[src/rtl/priv_ext_csr_requester.sv]
// priv_ext_csr_requester: initiator side of the privilege extension CSR bus.
// Runs one CSRRW/CSRRS/CSRRC as a read phase, an optional one-cycle write
// strobe and a valid/ready response carrying the old value or illegal flag.
// Ports: CLK/RST (sync, active high); req_* request in; rsp_* response out;
// flush aborts; ext_* drive/observe extension responders (e.g. PMP).
// Optional: define PRIV_EXT_CSR_RO_CHECK_EN to reject writes to 0xC00-0xFFF
// on accept without touching the extension bus.
module priv_ext_csr_requester #(
  parameter int TIMEOUT_CYCLES = 4,
  parameter int WAIT_CNT_W     = 3
) (
  input  logic        CLK,
  input  logic        RST,
  input  logic        req_valid,
  output logic        req_ready,
  input  logic [1:0]  req_op,
  input  logic [11:0] req_addr,
  input  logic [31:0] req_wdata,
  input  logic        req_no_write,
  input  logic        flush,
  output logic        rsp_valid,
  input  logic        rsp_ready,
  output logic [31:0] rsp_rdata,
  output logic        rsp_illegal,
  output logic [11:0] ext_csr_addr,
  output logic        ext_csr_active,
  output logic [31:0] ext_value_in,
  input  logic [31:0] ext_value_out,
  input  logic        ext_ack,
  input  logic        ext_invalid_csr
);

  typedef enum logic [1:0] {
    S_IDLE,
    S_RD,
    S_WR,
    S_RSP
  } state_e;

  localparam logic [1:0] OP_RW = 2'b01;
  localparam logic [1:0] OP_RS = 2'b10;
  localparam logic [1:0] OP_RC = 2'b11;
  localparam logic [WAIT_CNT_W-1:0] CNT_LAST =
    WAIT_CNT_W'(TIMEOUT_CYCLES - 1);

  state_e                state_q, state_d;
  logic [1:0]            op_q, op_d;
  logic [11:0]           addr_q, addr_d;
  logic [11:0]           hold_q, hold_d;
  logic [31:0]           wdata_q, wdata_d;
  logic                  nowr_q, nowr_d;
  logic [WAIT_CNT_W-1:0] cnt_q, cnt_d;
  logic [31:0]           old_q, old_d;
  logic [31:0]           new_q, new_d;
  logic                  ill_q, ill_d;

  logic                  accept;
  logic                  ro_hit;
  logic [31:0]           merged;

`ifdef PRIV_EXT_CSR_RO_CHECK_EN
  assign ro_hit = (req_addr[11:10] == 2'b11) &&
                  ((req_op == OP_RW) || !req_no_write);
`else
  assign ro_hit = 1'b0;
`endif

  assign accept = (state_q == S_IDLE) && req_valid && !flush;

  always_comb begin
    merged = wdata_q;
    unique case (op_q)
      OP_RS:   merged = ext_value_out | wdata_q;
      OP_RC:   merged = ext_value_out & ~wdata_q;
      default: merged = wdata_q;
    endcase
  end

  always_comb begin
    state_d = state_q;
    op_d    = op_q;
    addr_d  = addr_q;
    hold_d  = hold_q;
    wdata_d = wdata_q;
    nowr_d  = nowr_q;
    cnt_d   = cnt_q;
    old_d   = old_q;
    new_d   = new_q;
    ill_d   = ill_q;
    unique case (state_q)
      S_IDLE: begin
        if (accept) begin
          op_d    = req_op;
          addr_d  = req_addr;
          wdata_d = req_wdata;
          nowr_d  = req_no_write;
          cnt_d   = '0;
          old_d   = '0;
          ill_d   = 1'b0;
          if (req_op == 2'b00 || ro_hit) begin
            ill_d   = 1'b1;
            state_d = S_RSP;
          end else begin
            state_d = S_RD;
          end
        end
      end
      S_RD: begin
        hold_d = addr_q;
        if (flush) begin
          state_d = S_IDLE;
        end else if (ext_invalid_csr) begin
          ill_d   = 1'b1;
          old_d   = '0;
          state_d = S_RSP;
        end else if (ext_ack) begin
          old_d   = ext_value_out;
          new_d   = merged;
          state_d = nowr_q ? S_RSP : S_WR;
        end else if (cnt_q == CNT_LAST) begin
          ill_d   = 1'b1;
          old_d   = '0;
          state_d = S_RSP;
        end else begin
          cnt_d = cnt_q + 1'b1;
        end
      end
      // The strobe always commits; flush only drops the response.
      S_WR: state_d = flush ? S_IDLE : S_RSP;
      S_RSP: begin
        if (flush || rsp_ready) begin
          state_d = S_IDLE;
        end
      end
      default: state_d = S_IDLE;
    endcase
  end

  always_ff @(posedge CLK) begin
    if (RST) begin
      state_q <= S_IDLE;
      op_q    <= '0;
      addr_q  <= '0;
      hold_q  <= '0;
      wdata_q <= '0;
      nowr_q  <= 1'b0;
      cnt_q   <= '0;
      old_q   <= '0;
      new_q   <= '0;
      ill_q   <= 1'b0;
    end else begin
      state_q <= state_d;
      op_q    <= op_d;
      addr_q  <= addr_d;
      hold_q  <= hold_d;
      wdata_q <= wdata_d;
      nowr_q  <= nowr_d;
      cnt_q   <= cnt_d;
      old_q   <= old_d;
      new_q   <= new_d;
      ill_q   <= ill_d;
    end
  end

  assign req_ready      = (state_q == S_IDLE) && !flush;
  assign rsp_valid      = (state_q == S_RSP);
  assign rsp_rdata      = rsp_valid ? old_q : 32'h0;
  assign rsp_illegal    = rsp_valid && ill_q;
  assign ext_csr_active = (state_q == S_WR);
  // Bus address only follows the latched request during an ext access.
  assign ext_csr_addr   = (state_q == S_RD || state_q == S_WR) ?
                          addr_q : hold_q;
  assign ext_value_in   = new_q;

endmodule

[config.mk]
export PLATFORM = sky130hd
export DESIGN_NAME = priv_ext_csr_requester
export DESIGN_NICKNAME = d
export VERILOG_FILES = /design/src/rtl/priv_ext_csr_requester.sv
export SDC_FILE = /design/constraint.sdc
export NUM_CORES = 1
export LEC_CHECK = 0
export BUFFER_PORTS_ARGS = -buffer_cell sky130_fd_sc_hd__buf_2
export CORE_MARGIN = 2
export CORE_UTILIZATION = 50
export DETAILED_ROUTE_END_ITERATION = 6
export PLACE_DENSITY = 0.8
export SETUP_SLACK_MARGIN = 0.5
export SLEW_MARGIN = 20
export SYNTH_ARGS = -nofsm -noshare
export SYNTH_HDL_FRONTEND = slang
export SYNTH_SLANG_ARGS = --single-unit
[constraint.sdc]
create_clock -name CLK -period 2.2 [get_ports CLK]
set_input_delay 0.22 -clock CLK [delete_from_list [all_inputs] [get_ports CLK]]
set_output_delay 0.22 -clock CLK [all_outputs]
set_load 0.02 [all_outputs]
==> results by group <==
Run status
  • Outcome: finished, final reports clean

GRT
  • Number of antenna violations at the first check in global routing: 0
  • Maximum number of pins on one net before global-route repair: 77
  • Vias in the first global route: 5896
  • Global-route wire length before repair: 28800 um
  • Global Route Usage Sum: 31.5%
  • GR Overflow Total: 0

Yosys
  • Share of the synthesized netlist area taken by xor and xnor gates: 0%
  • Register area share after synthesis: 46.5%
  • Mux share of post-synthesis cell area: 5.37%
  • Area share of fa/ha/maj cells after synthesis: 1.35%
  • Total nets after synthesis: 762
  • Gate count after technology mapping: 670
  • Post-synthesis cell type count: 34
  • Main combinational cell family by area after synthesis: simple AND/OR/NAND/NOR gates
  • Synthesis Warnings: 0
  • Post-synth top area share: 46.5%
  • Largest cells by area after synthesis: sky130_fd_sc_hd__dfxtp_1 47%, sky130_fd_sc_hd__a21oi_1 10%, sky130_fd_sc_hd__nand2_1 8.6%
  • Syn Std Cell Area: 0.00555 mm2
  • Post-synthesis average cell area: 8.28 um2
  • Post-Synth Simple-Gate Area: 22.7%
  • Cell accounting for the most synthesized area: sky130_fd_sc_hd__dfxtp_1
  • Number of synthesized register bits: 129
  • Share of the synthesized area in compound gates (AO/OA/AOI/OAI): 19.3%

Cells and area
  • Area Overhead vs Synth: 54.6%
  • Commonest non-fill, non-tap cell in the layout: sky130_fd_sc_hd__nand2_1
  • Final instance area: 0.00858 mm2
  • Layout cell share with drive strength beyond 1: 31.3%
  • # nets final: 998
  • Antenna diode instance count: 0
  • Number of filler cells placed in the layout: 646
  • Commonest non-fill, non-tap cells in the layout: 127 x sky130_fd_sc_hd__nand2_1, 126 x sky130_fd_sc_hd__dfxtp_1, 116 x sky130_fd_sc_hd__buf_2, 114 x sky130_fd_sc_hd__a21oi_1, 79 x sky130_fd_sc_hd__dlygate4sd3_1

Clocking
  • Buffer depth of the longest clock path: 2
  • Clock tree from TritonCTS: built
  • Clk sink count: 129
  • Worst skew pair latency: 0.53 ns
  • Clock-pin slew of the registers on the worst-case setup and hold paths: 0.06 ns
  • CTS buffer count: 17
  • # H-tree levels: 4
  • Root buffer cell: sky130_fd_sc_hd__clkbuf_8

Critical path
  • Critical-path maximum fanout: 6
  • Worst path max stage delay: 0.35 ns
  • Type of destination of the critical path: output port
  • Data arrival, critical path: 1.82 ns
  • Max stage delay cell, worst path: sky130_fd_sc_hd__dfxtp_2
  • Critical Path Source Type: flop
  • Data required time of the worst path: 1.98 ns
  • Worst setup path category: flop to output port
  • List of cells traversed by the critical path: inv_2, ha_4, buf_8, mux2_4, buf_6

Floorplan
  • Width of the die: 109 um
  • Core Footprint: 0.0108 mm2
  • Starting density of the core: 51.2%
  • DIE HEIGHT: 109 um
  • I/O Pins: 166
  • Number of placement rows: 38
  • Die Footprint: 0.0120 mm2

Hold path
  • HP Class: input pin to flop

Place
  • Routability congestion estimate: 0.866
  • Dpl hpwl: 10100 um
  • Placed cell areas: 0.00647 mm2
  • Number of port buffers: 165

Drt
  • Number of remaining DRC errors: 0
  • Pre-Repair DR Iteration Count: 7
  • Vias after detailed routing: 5920
  • Final routed wirelength across all metal layers: 19300 um
  • Starting DRC count in detailed routing: 525
  • Final antenna-violating net count: 0
  • Via-to-Cell Ratio: 5.60
  • Per-cell routed wire length: 18.3 um

STA
  • Total negative setup slack: 0 ns
  • Final Skew: 0.0128 ns
  • Max-slew violations: 0
  • Measured slew at the worst slew-check pin: 0.706 ns
  • Maximum clock rate: 0.491 GHz
  • Headroom to the max-slew limit: 52.9%
  • RSZ-0062 raised after global routing: true
  • Time the worst path needs with I/O delays and setup: 2.04 ns
  • Final number of hold-violating endpoints: 0
  • Final cycle utilization of the critical path: 92.7%
  • Setup violations, final: 0

Run
  • Max capacitance violation total: 0

Power and ir drop
  • Leakage power figure: 0.00345 uW
  • Pwr dens: 874 mW/mm2
  • Worst VDD drop: 704 uV
layout make-up:
| type | count | area [um2] | share of cell area (%) |
|---|---|---|---|
| Clock inverter | 5 | 75.1 | 0.875 |
| Tap cell | 140 | 175 | 2.04 |
| Multi-Input combinational cell | 480 | 2920 | 34.1 |
| Clock buffer | 25 | 504 | 5.88 |
| Timing Repair Buffer | 273 | 2300 | 26.8 |
| Inverter | 5 | 18.8 | 0.219 |
| Sequential cell | 129 | 2590 | 30.1 |
flip-flops by register name, indices dropped and copies added (netlist names):
register	cells
hold_q	12
wdata_q	32
ext_value_in	32
op_q	2
ill_q	1
addr_q	12
nowr_q	1
state_q	2
cnt_q	3
old_q	32
layer usage:
metal  track usage (%)  vias to the layer above  routed length (um)
met1              32.5                     2803                7130
met2              57.2                      304               10100
met4              16.6                        0                 743
li1                  -                     2745                   -
met5                 0                        -                   0
met3              9.37                       68                1340
cell usage after synthesis:
cell	count
sky130_fd_sc_hd__a211o_1	32
sky130_fd_sc_hd__a211oi_1	1
sky130_fd_sc_hd__a21oi_1	114
sky130_fd_sc_hd__a221oi_2	1
sky130_fd_sc_hd__and2_1	35
sky130_fd_sc_hd__and2b_1	1
sky130_fd_sc_hd__and3_1	1
sky130_fd_sc_hd__and3b_1	1
sky130_fd_sc_hd__buf_1	2
sky130_fd_sc_hd__buf_2	20
sky130_fd_sc_hd__buf_4	3
sky130_fd_sc_hd__clkbuf_1	31
sky130_fd_sc_hd__dfxtp_1	129
sky130_fd_sc_hd__ha_1	6
sky130_fd_sc_hd__inv_1	5
sky130_fd_sc_hd__mux2_2	14
sky130_fd_sc_hd__mux2i_1	14
sky130_fd_sc_hd__nand2_1	127
sky130_fd_sc_hd__nand2b_1	34
sky130_fd_sc_hd__nand3_1	32
sky130_fd_sc_hd__nand3_2	1
sky130_fd_sc_hd__nand3b_1	1
sky130_fd_sc_hd__nor2_1	19
sky130_fd_sc_hd__nor2b_1	1
sky130_fd_sc_hd__nor3_1	1
sky130_fd_sc_hd__nor3_4	1
sky130_fd_sc_hd__nor3b_1	1
sky130_fd_sc_hd__nor4_1	1
sky130_fd_sc_hd__nor4b_1	1
sky130_fd_sc_hd__nor4b_4	1
sky130_fd_sc_hd__o21ai_0	6
sky130_fd_sc_hd__o21ai_1	30
sky130_fd_sc_hd__o21bai_1	2
sky130_fd_sc_hd__or2_1	1
stage by stage:
step	utilization, %	std cells	hold slack (ns)	power [uW]	setup slack (ns)
finish	79.1	1057	0.163	7500	0.161
global route	79.1	1057	0.216	7750	0.118
global placement	59.7	933	0.436	3940	0.417
floorplan	-	670	0.350	3610	0.489
CTS	76.8	1055	0.120	7310	0.186
detailed placement	59.7	933	0.442	4000	0.340
kinds of logic after synthesis:
family | count (synthesis)
fa+ha+maj | 6
compound gates | 186
buf+inv | 61
simple gates | 260
flops | 129
mux | 28
where the power goes:
| part | switching [uW] | internal (uW) | leakage [uW] |
|---|---|---|---|
| registers | 110 | 2490 | 0.00104 |
| clock network | 987 | 1780 | 0.000290 |
| logic | 1110 | 1030 | 0.00212 |
| total | 2210 | 5290 | 0.00345 |
path summary, 6_finish.rpt:
| check | from | cells past startpoint | slack (ns) | to |
|---|---|---|---|---|
| max | state_q[0] | 5 | 0.16 | ext_csr_addr[6] |
| min | flush | 3 | 0.16 | ill_q |
| max reg2reg | state_q[0] | 8 | 0.31 | old_q[6] |
| min reg2reg | ext_value_in[11] | 2 | 0.45 | ext_value_in[11] |
critical path: cells and delay by family, from the launching register on:
kind / cells / cell delay [ns]
flops: 1 / 0.35
fa+ha+maj: 1 / 0.29
buf+inv: 3 / 0.33
mux: 1 / 0.31
repair_timing:
| item | in CTS | in global routing |
|---|---|---|
| hold endpoints to repair | 79 | 0 |
| pin swaps | 4 | 2 |
| resized for setup | 94 | 75 |
| gates cloned | 3 | 0 |
| setup endpoints to repair | 153 | 143 |
| buffers inserted | 10 | 2 |
| hold buffers | 79 | 0 |
Power figures use the tool's default switching activity.
